[config.mk]
export PLATFORM = sky130hd
export DESIGN_NAME = hack_cpu_ctrl
export DESIGN_NICKNAME = d
export VERILOG_FILES = /design/src/rtl/hack_pkg.sv /design/src/rtl/hack_pc.sv /design/src/rtl/hack_cpu_ctrl.sv
export SDC_FILE = /design/constraint.sdc
export NUM_CORES = 1
export LEC_CHECK = 0
export CAP_MARGIN = 20
export CORE_AREA = 2 2 126 128
export DETAILED_ROUTE_END_ITERATION = 6
export DIE_AREA = 0 0 128 130
export PLACE_DENSITY = 0.68
export SYNTH_ARGS = -nofsm -noshare
export SYNTH_HDL_FRONTEND = slang
export SYNTH_SLANG_ARGS = --single-unit
[constraint.sdc]
create_clock -name clk -period 3.55 [get_ports clk]
set_input_delay 0.5325 -clock clk [delete_from_list [all_inputs] [get_ports clk]]
set_output_delay 0.5325 -clock clk [all_outputs]
set_load 0.02 [all_outputs]
[src/rtl/hack_pkg.sv]
// Shared Hack CPU definitions: datapath widths, instruction field positions,
// controller state encoding and the jump-condition helper.
package hack_pkg;

  localparam int DATA_W = 16;
  localparam int ADDR_W = 15;

  localparam int A_FLAG  = 15;
  localparam int ABIT    = 12;
  localparam int COMP_HI = 11;
  localparam int COMP_LO = 6;
  localparam int DEST_A  = 5;
  localparam int DEST_D  = 4;
  localparam int DEST_M  = 3;
  localparam int JMP_HI  = 2;
  localparam int JMP_LO  = 0;

  typedef enum logic [2:0] {
    S_IDLE   = 3'd0,
    S_FETCH  = 3'd1,
    S_DECODE = 3'd2,
    S_MREAD  = 3'd3,
    S_EXEC   = 3'd4,
    S_MWRITE = 3'd5
  } state_t;

  // jmp bits select which of negative / zero / positive results take the branch
  function automatic logic jumpTaken(input logic [2:0] jmp, input logic zr, input logic ng);
    return (jmp[2] & ng) | (jmp[1] & zr) | (jmp[0] & ~ng & ~zr);
  endfunction

endpackage

[src/rtl/hack_pc.sv]
// 15-bit Hack program counter: jump load has priority over increment,
// and the increment wraps 0x7FFF -> 0x0000.
module hack_pc
  import hack_pkg::*;
(
  input  logic              clk,
  input  logic              rst_n,
  input  logic              i_load,
  input  logic              i_inc,
  input  logic [ADDR_W-1:0] i_loadAddr,
  output logic [ADDR_W-1:0] o_pc
);

  logic [ADDR_W-1:0] r_pc;

  always_ff @(posedge clk or negedge rst_n) begin
    if (!rst_n) begin
      r_pc <= '0;
    end else if (i_load) begin
      r_pc <= i_loadAddr;
    end else if (i_inc) begin
      r_pc <= r_pc + ADDR_W'(1);
    end
  end

  assign o_pc = r_pc;

endmodule

[src/rtl/hack_cpu_ctrl.sv]
// Multi-cycle Hack CPU controller: fetches instructions, sequences optional
// M read / M write bus cycles and drives the external Hack ALU from A, D and M.
module hack_cpu_ctrl
  import hack_pkg::*;
(
  input  logic              clk,
  input  logic              rst_n,
  output logic              instr_req,
  output logic [ADDR_W-1:0] instr_addr,
  input  logic              instr_ack,
  input  logic [DATA_W-1:0] instr_data,
  output logic              mem_req,
  output logic              mem_we,
  output logic [ADDR_W-1:0] mem_addr,
  output logic [DATA_W-1:0] mem_wdata,
  input  logic              mem_ack,
  input  logic [DATA_W-1:0] mem_rdata,
  output logic [DATA_W-1:0] alu_x,
  output logic [DATA_W-1:0] alu_y,
  output logic              alu_zx,
  output logic              alu_nx,
  output logic              alu_zy,
  output logic              alu_ny,
  output logic              alu_f,
  output logic              alu_no,
  input  logic [DATA_W-1:0] alu_o,
  input  logic              alu_zr,
  input  logic              alu_ng,
  output logic [ADDR_W-1:0] pc
);

  state_t            r_state;
  logic [DATA_W-1:0] r_a;
  logic [DATA_W-1:0] r_d;
  logic [DATA_W-1:0] r_ir;
  logic [DATA_W-1:0] r_m;
  logic [DATA_W-1:0] r_r;
  logic [ADDR_W-1:0] r_wa;

  logic [ADDR_W-1:0] w_pc;
  logic              w_isCInstr;
  logic              w_taken;
  logic              w_pcLoad;
  logic              w_pcInc;
  logic [1:0]        w_unused;

  assign w_isCInstr = r_ir[A_FLAG];
  assign w_taken    = jumpTaken(r_ir[JMP_HI:JMP_LO], alu_zr, alu_ng);
  assign w_pcLoad   = (r_state == S_EXEC) && w_taken;
  assign w_pcInc    = ((r_state == S_DECODE) && !w_isCInstr) ||
                      ((r_state == S_EXEC) && !w_taken);
  assign w_unused   = r_ir[14:13];

  hack_pc u_pc (
    .clk        (clk),
    .rst_n      (rst_n),
    .i_load     (w_pcLoad),
    .i_inc      (w_pcInc),
    .i_loadAddr (r_a[ADDR_W-1:0]),
    .o_pc       (w_pc)
  );

  // WA captures the pre-EXEC A so an AM= destination still writes to the old address
  always_ff @(posedge clk or negedge rst_n) begin
    if (!rst_n) begin
      r_state <= S_IDLE;
      r_a     <= '0;
      r_d     <= '0;
      r_ir    <= '0;
      r_m     <= '0;
      r_r     <= '0;
      r_wa    <= '0;
    end else begin
      case (r_state)
        S_IDLE: r_state <= S_FETCH;
        S_FETCH: begin
          if (instr_ack) begin
            r_ir    <= instr_data;
            r_state <= S_DECODE;
          end
        end
        S_DECODE: begin
          if (!w_isCInstr) begin
            r_a     <= {1'b0, r_ir[ADDR_W-1:0]};
            r_state <= S_FETCH;
          end else begin
            r_state <= r_ir[ABIT] ? S_MREAD : S_EXEC;
          end
        end
        S_MREAD: begin
          if (mem_ack) begin
            r_m     <= mem_rdata;
            r_state <= S_EXEC;
          end
        end
        S_EXEC: begin
          r_r  <= alu_o;
          r_wa <= r_a[ADDR_W-1:0];
          if (r_ir[DEST_A]) r_a <= alu_o;
          if (r_ir[DEST_D]) r_d <= alu_o;
          r_state <= r_ir[DEST_M] ? S_MWRITE : S_FETCH;
        end
        S_MWRITE: begin
          if (mem_ack) r_state <= S_FETCH;
        end
        default: r_state <= S_IDLE;
      endcase
    end
  end

  assign instr_req  = (r_state == S_FETCH);
  assign instr_addr = w_pc;
  assign pc         = w_pc;

  assign mem_req   = (r_state == S_MREAD) || (r_state == S_MWRITE);
  assign mem_we    = (r_state == S_MWRITE);
  assign mem_addr  = (r_state == S_MWRITE) ? r_wa :
                     (r_state == S_MREAD)  ? r_a[ADDR_W-1:0] : '0;
  assign mem_wdata = r_r;

  assign alu_x = r_d;
  assign alu_y = r_ir[ABIT] ? r_m : r_a;
  assign {alu_zx, alu_nx, alu_zy, alu_ny, alu_f, alu_no} = r_ir[COMP_HI:COMP_LO];

endmodule

==> results of run 1 <==
==> placed cells by master, fill, tap and decap left out, drive strengths merged, types with 3 or more instances in the layout <==
| master | count |
|---|---|
| nand3 | 7 |
| a22o | 15 |
| buf | 9 |
| and4 | 3 |
| nor3 | 4 |
| clkinvlp | 5 |
| clkdlybuf4s50 | 154 |
| nand2 | 127 |
| o21ai | 23 |
| mux2 | 64 |
| clkbuf | 20 |
| a32oi | 3 |
| nor2 | 10 |
| clkinv | 5 |
| mux2i | 16 |
| nor4 | 4 |
| o221ai | 3 |
| a22oi | 4 |
| or2 | 3 |
| nand4 | 4 |
| a21oi | 13 |
| inv | 6 |
| dfrtp | 113 |
| o211ai | 5 |
==> flip-flops by register name, indices dropped and copies added (netlist names) <==
name       cells
r_ir          16
mem_wdata     16
r_wa          15
r_state        3
r_m           16
r_a           16
u_pc.o_pc     15
alu_x         16
==> critical path, stage by stage (launching register included) <==
cell and delay, ns:
sky130_fd_sc_hd__dfrtp_1 0.46, sky130_fd_sc_hd__inv_1 0.19, sky130_fd_sc_hd__nand2_1 0.12, sky130_fd_sc_hd__nor2_1 0.11, sky130_fd_sc_hd__buf_4 0.26, sky130_fd_sc_hd__a22o_1 0.23, sky130_fd_sc_hd__clkdlybuf4s50_1 0.62
==> worst paths after layout <==
check | endpoint | start | slack (ns)
setup / recovery | mem_addr[9] | r_state[1] | 0.62
hold / removal | r_ir[8] | rst_n | 0.16
setup reg to reg | u_pc.o_pc[9] | r_state[0] | 1.10
hold reg to reg | mem_wdata[11] | mem_wdata[11] | 0.48
max in group asynchronous | u_pc.o_pc[9] | rst_n | 2.63
min in group clk | mem_wdata[11] | mem_wdata[11] | 0.48
==> layout make-up <==
class / count / share of cell area
clock inverter: 12 / 0.0175
tap: 192 / 0.0314
sequential: 113 / 0.370
inverter: 6 / 0.00295
multi-input combinational: 342 / 0.305
timing repair buffer: 163 / 0.212
clock buffer: 20 / 0.0611
==> logic make-up after synthesis <==
kind of cell | after synthesis
muxes | 80
xor gates and xnor gates | 2
DFF | 113
buffers and inverters | 47
adders and majority gates | 1
and+or+nand+nor | 174
AOI/OAI and AO/OA | 85
==> power by group <==
group	internal [mW]	switching, mW	leakage (nW)	total, mW
clock network	1.09	0.610	0.280	1.70
registers	1.88	0.633	1.35	2.52
logic	1.71	1.67	1.72	3.38
total	4.68	2.91	3.35	7.60
==> layer usage <==
metal	GRT usage	vias to the layer above
met2	0.307	177
met3	0.0668	23
met4	0.0692	0
met5	0	-
met1	0.250	2193
li1	-	2047
==> per-stage QoR <==
step / instance area (sq um) / instances / setup slack [ns] / total power, mW
finish: 7640 / 848 / 0.621 / 7.60
global route: 7640 / 848 / 0.505 / 8.03
global placement: 7040 / 816 / 1.07 / 5.84
floorplan: 5420 / 502 / 1.32 / 4.37
detailed placement: 7040 / 816 / 1.04 / 5.92
CTS: 7640 / 848 / 0.646 / 7.66
==> results.md, run 1 <==
- Outcome: finished, final reports clean
- Number of distinct library cells after synthesis: 58
- Final hold viol count: 0
- Highest ir drop seen on vdd: about 0.54 mV
- Adder and majority gate portion of the synthesized area: 0.00231
- Max Cap Violations: 0
- Synthesized instance count: around 500
- Data required time at the worst endpoint: approximately 3.0 ns
- Number of antenna violations at the first check in global routing: 0
- Simple logic cell fraction of the synthesized area: 0.142
- Fin. max-slew vios: 0
- Total standard cell area after synthesis: between 5000 and 6000 sq um
- Effective utilization at floorplan: 0.351
- Class of the most critical hold timing path: in -> async
- Cell types occupying the most area after synthesis: sky130_fd_sc_hd__dfrtp_1, sky130_fd_sc_hd__mux2_2, sky130_fd_sc_hd__nand2_1
- Final cycle utilization of the critical path: 0.825
- Multiplexer share of the synthesized area: 0.169
- Post-synth net total: between 500 and 600
- Maximum clock insertion buffer count: 2
- Average vias per placed instance: around 5.2
- IO Count: between 150 and 200
- Most common library cells after synthesis: sky130_fd_sc_hd__nand2_1, sky130_fd_sc_hd__dfrtp_1, sky130_fd_sc_hd__mux2_2
- Number of antenna diodes: 0
- Sort of element at the end of the critical path: output port
- Clock net sink count: 113
- Area growth from synthesis to final layout: 41.0%
- Utilization after layout: 0.496
- Cells resized by post-CTS repair: 0
- Mean instance size in the synthesized netlist: roughly 11 sq um
- Pin count of the biggest net entering global routing: 61
- RSZ-0062 raised after global routing: no
- Area fraction in compound gates after synthesis: 0.111
- Clock tree from TritonCTS: built
- Max layer used: met4
- Final worst hold slack: between 0.15 and 0.2 ns
- H-tree depth reported by CTS: 4
- Die Width: roughly 130 um
- Worst Path Arrival: 2.40 ns
- Worst clock skew: around 0.0053 ns
- Met3 wire length: 1.25 mm
- Type of origin of the critical path: flop
- Part of the Yosys area used for sequential elements: 0.522
- Final ANT Viol Nets: 0
- Power density normalized to cell area: slightly below 1000 nW/um^2
- Remaining max-slew budget at the tightest pin: 0.426
- Peak clock frequency supported by timing: 341 MHz
- Fraction of layout cells with a size suffix above 1: 0.175
- Clock root buffer: sky130_fd_sc_hd__clkbuf_16
- Clock latency of the later-clocked register in the worst-skew pair: slightly above 0.4 ns
- Met2 Wirelength: between 7 and 8 mm
- Total track usage: 0.195
- Global-route wire length before repair: roughly 25 mm
- Count of endpoints failing setup in the final report: 0
- Count of yosys warnings during synthesis: 0
- Number of enable flip-flop cells after synthesis: 0
- Post-synthesis cell type with the largest combined area: sky130_fd_sc_hd__dfrtp_1
- Synthesized flop and latch total: 113
- Layout filler cell count: 1396
- Die extent in y: approximately 130 um
- Hold buffer count at cts: 0
- Total congestion overflow after global routing: 0
- Flip-flop and latch area: 2830 sq um
- Post-synthesis async set-or-reset flop share: 1.00
- Metal1 wirelength: 6.69 mm
- Placeable core region: between 15000 and 20000 sq um
- Post-layout nets: about 700
- Clock-pin slew on the worst setup and hold paths: 0.06 ns
- Core Rows: 46
- Via count of the first global-routing pass: 4496
- Shortest period the worst path allows: 2.93 ns
- Cells on worst reg2reg path: 5
- Post-CTS Setup Repair Bufs: 0
- RePlAce Congestion: between 0.8 and 0.9
- Post-detailed-route DRC marker count: 0
- Main combinational cell family by area after synthesis: multiplexers
- Setup Total Neg Slack: 0 ns
- Type of the setup path with the least slack: reg -> out
- Synthesized-area fraction occupied by xor and xnor cells: 0.00323
- Total via count after detailed routing: approximately 4400
- First drt pass iteration count: 4
- Most frequently used flop master after synthesis: sky130_fd_sc_hd__dfrtp_1
- Clock buffer count from CTS: 17
- Max FO, Critical Path: 17
- IO buf count: approximately 160
- Area share of the leading cell type in the synthesized netlist: 0.522
- Footprint of the multi-input gates: 2330 sq um
- Per-cell routed wire length: between 15 and 20 um
- Leakage power summed over all cells: about 3.3 nW
- Cell with the most instances after synthesis: sky130_fd_sc_hd__nand2_1
- DIE AREA: about 17000 sq um
- Number of DRC violations after detailed-routing iteration 0: between 200 and 300
- Worst Tran Pin Value: about 0.86 ns
- Routed wire length: between 15 and 20 mm
- Post-detailed-placement half-perimeter wirelength: between 10 and 15 mm
Power figures use the tool's default switching activity.
==> run 2: changes to the inputs <==
==> constraint.sdc (replaced) <==
create_clock -name clk -period 2.85 [get_ports clk]
set_input_delay 0.4275 -clock clk [delete_from_list [all_inputs] [get_ports clk]]
set_output_delay 0.4275 -clock clk [all_outputs]
set_load 0.02 [all_outputs]
==> results.md, run 2 (synthesis gave the netlist of run 1 again) <==
- Max FO, Critical Path: 17
- Count of endpoints failing setup in the final report: 0
- Launch point of the critical path: r_state[0]
- Sequential fraction of design power: 0.329
- Clock buffer count from CTS: 17
- Total via count after detailed routing: 4443
- Clock tree from TritonCTS: built
- RSZ-0062 raised after global routing: no
- Post-detailed-route DRC marker count: 0
- Number of DRC violations after detailed-routing iteration 0: between 200 and 300
- Worst Tran Pin Value: roughly 0.87 ns
- IO Count: roughly 160
- Number of antenna diodes: 0
- Die extent in y: 130 um
- Worst clock skew: about 0.0068 ns
- Core Rows: 46
- Top library cells by usage in the layout, fill and taps aside: sky130_fd_sc_hd__clkdlybuf4s50_1, sky130_fd_sc_hd__nand2_1, sky130_fd_sc_hd__dfrtp_1, sky130_fd_sc_hd__mux2_2, sky130_fd_sc_hd__o21ai_0
- Max Cap Violations: 0
- Die Width: between 100 and 150 um
- Routed wire length: between 15 and 20 mm
- Power density normalized to cell area: around 1200 nW/um^2
- Remaining max-slew budget at the tightest pin: 0.419
- Per-cell routed wire length: about 18 um
- Clk network pwr share: 0.235
- Total congestion overflow after global routing: 0
- Final ANT Viol Nets: 0
- Utilization after layout: 0.501
- Leakage power summed over all cells: 3.42 nW
- Effective utilization at floorplan: 0.351
- Placeable core region: approximately 15000 sq um
- Source of the worst register-to-register timing path: r_state[0]
- Average vias per placed instance: about 5.2
- Final cycle utilization of the critical path: 0.956
- Clock latency of the later-clocked register in the worst-skew pair: slightly above 0.4 ns
- Maximum clock insertion buffer count: 2
- Shortest period the worst path allows: about 2.7 ns
- Sort of element at the end of the critical path: output port
- Post-CTS Setup Repair Bufs: 0
- Fraction of layout cells with a size suffix above 1: 0.179
- Via count of the first global-routing pass: between 4000 and 5000
- H-tree depth reported by CTS: 4
- Data required time at the worst endpoint: about 2.4 ns
- Sw Pwr: between 3 and 4 mW
- Area growth from synthesis to final layout: 42.4%
- Clock net sink count: around 110
- Clock-pin slew on the worst setup and hold paths: roughly 0.05 ns
- Total track usage: 0.193
- DIE AREA: roughly 17000 sq um
- Post-detailed-placement half-perimeter wirelength: roughly 11 mm
- Switching part of the total: 0.374
- Worst Path Arrival: roughly 2.3 ns
- Outcome: finished, final reports clean
- IO buf count: ~160
- Post-layout nets: 704
- Clock root buffer: sky130_fd_sc_hd__clkbuf_16
- Internal Power: ~6 mW
- Type of origin of the critical path: flop
- Final hold viol count: 0
- RePlAce Congestion: slightly below 0.9
- Class of the most critical hold timing path: in -> async
- Pin count of the biggest net entering global routing: 47
- Peak clock frequency supported by timing: ~370 MHz
- Number of antenna violations at the first check in global routing: 0
- Highest ir drop seen on vdd: approximately 0.66 mV
- Type of the setup path with the least slack: reg -> out
- Setup Total Neg Slack: 0 ns
- Fin. max-slew vios: 0
- First drt pass iteration count: 4
- Commonest non-fill, non-tap cell in the layout: sky130_fd_sc_hd__clkdlybuf4s50_1
- Combinational fraction of design power: 0.436
- Global-route wire length before repair: roughly 25 mm
run 2: changes by cell type in the layout (fill, tap and decap cells not counted), sizes merged:
cell           delta
dlymetal6s2s      +1
clkinvlp          -3
clkbuf            -1
bufinv            +3
buf               +6
clkdlybuf4s50     -1
run 2: metal layers:
| layer | global-route usage | wire, um | vias to the layer above | part of all wire |
|---|---|---|---|---|
| met3 | 0.0590 | 1000 | 14 | 0.064 |
| met2 | 0.306 | 7520 | 179 | 0.48 |
| met5 | 0 | 0 | - | 0 |
| met4 | 0.0724 | 180 | 0 | 0.011 |
| met1 | 0.251 | 6970 | 2195 | 0.44 |
| li1 | - | - | 2055 | - |
run 2: critical path, cell delays in order (launching register included):
cell and delay, ns:
sky130_fd_sc_hd__dfrtp_1 0.53, sky130_fd_sc_hd__inv_1 0.12, sky130_fd_sc_hd__nor3_2 0.17, sky130_fd_sc_hd__buf_4 0.27, sky130_fd_sc_hd__a22o_1 0.18, sky130_fd_sc_hd__clkdlybuf4s50_1 0.61
run 2: worst paths after layout:
kind | end | slack (ns) | cells after the start
worst max-delay path | mem_addr[9] | 0.13 | 5
worst min-delay path | r_m[14] | 0.002 | 1
worst max register to register | u_pc.o_pc[13] | 0.72 | 5
worst min register to register | r_wa[12] | 0.48 | 2
max in group asynchronous | u_pc.o_pc[9] | 2.03 | 2
min in group clk | r_wa[12] | 0.48 | 2
run 2: power by group through the flow:
stage | Clock, mW | Sequential, mW | Combinational, mW
6_report | 2.26 | 3.17 | 4.20
5_1_grt | 2.39 | 3.27 | 4.50
4_1_cts | 2.30 | 3.15 | 4.23
3_5_place_dp | 0 | 3.17 | 4.22
3_3_place_gp | 0 | 3.15 | 4.12
2_1_floorplan | 0 | 3.20 | 2.24
run 2: through the flow:
stage / hold WS, ns / total power [mW] / cells / cell area (sq um) / setup slack (ns)
2_1_floorplan: 0.132 / 5.44 / 502 / 5420 / 0.725
3_3_place_gp: 0.433 / 7.27 / 821 / 7080 / 0.592
3_5_place_dp: 0.447 / 7.39 / 821 / 7080 / 0.539
4_1_cts: 0.00801 / 9.68 / 852 / 7700 / 0.0933
5_1_grt: 0.0309 / 10.2 / 853 / 7720 / 0.00702
6_report: 0.00190 / 9.63 / 853 / 7720 / 0.127
run 2: repair_timing:
action	4_1_cts	5_1_grt
endpoints found under the setup margin	0	4
hold buffers	0	0
gates resized for setup	0	2
hold endpoints to repair	0	0
run 2: area by class of cell:
type / count / area, sq um
fillers: 1337 / 7700
flip-flops and latches: 113 / 2830
clock buffers: 19 / 433
inverters: 6 / 22.5
clock inverters: 12 / 190
repair buffers: 169 / 1680
multi-input cells: 342 / 2330
well taps: 192 / 240
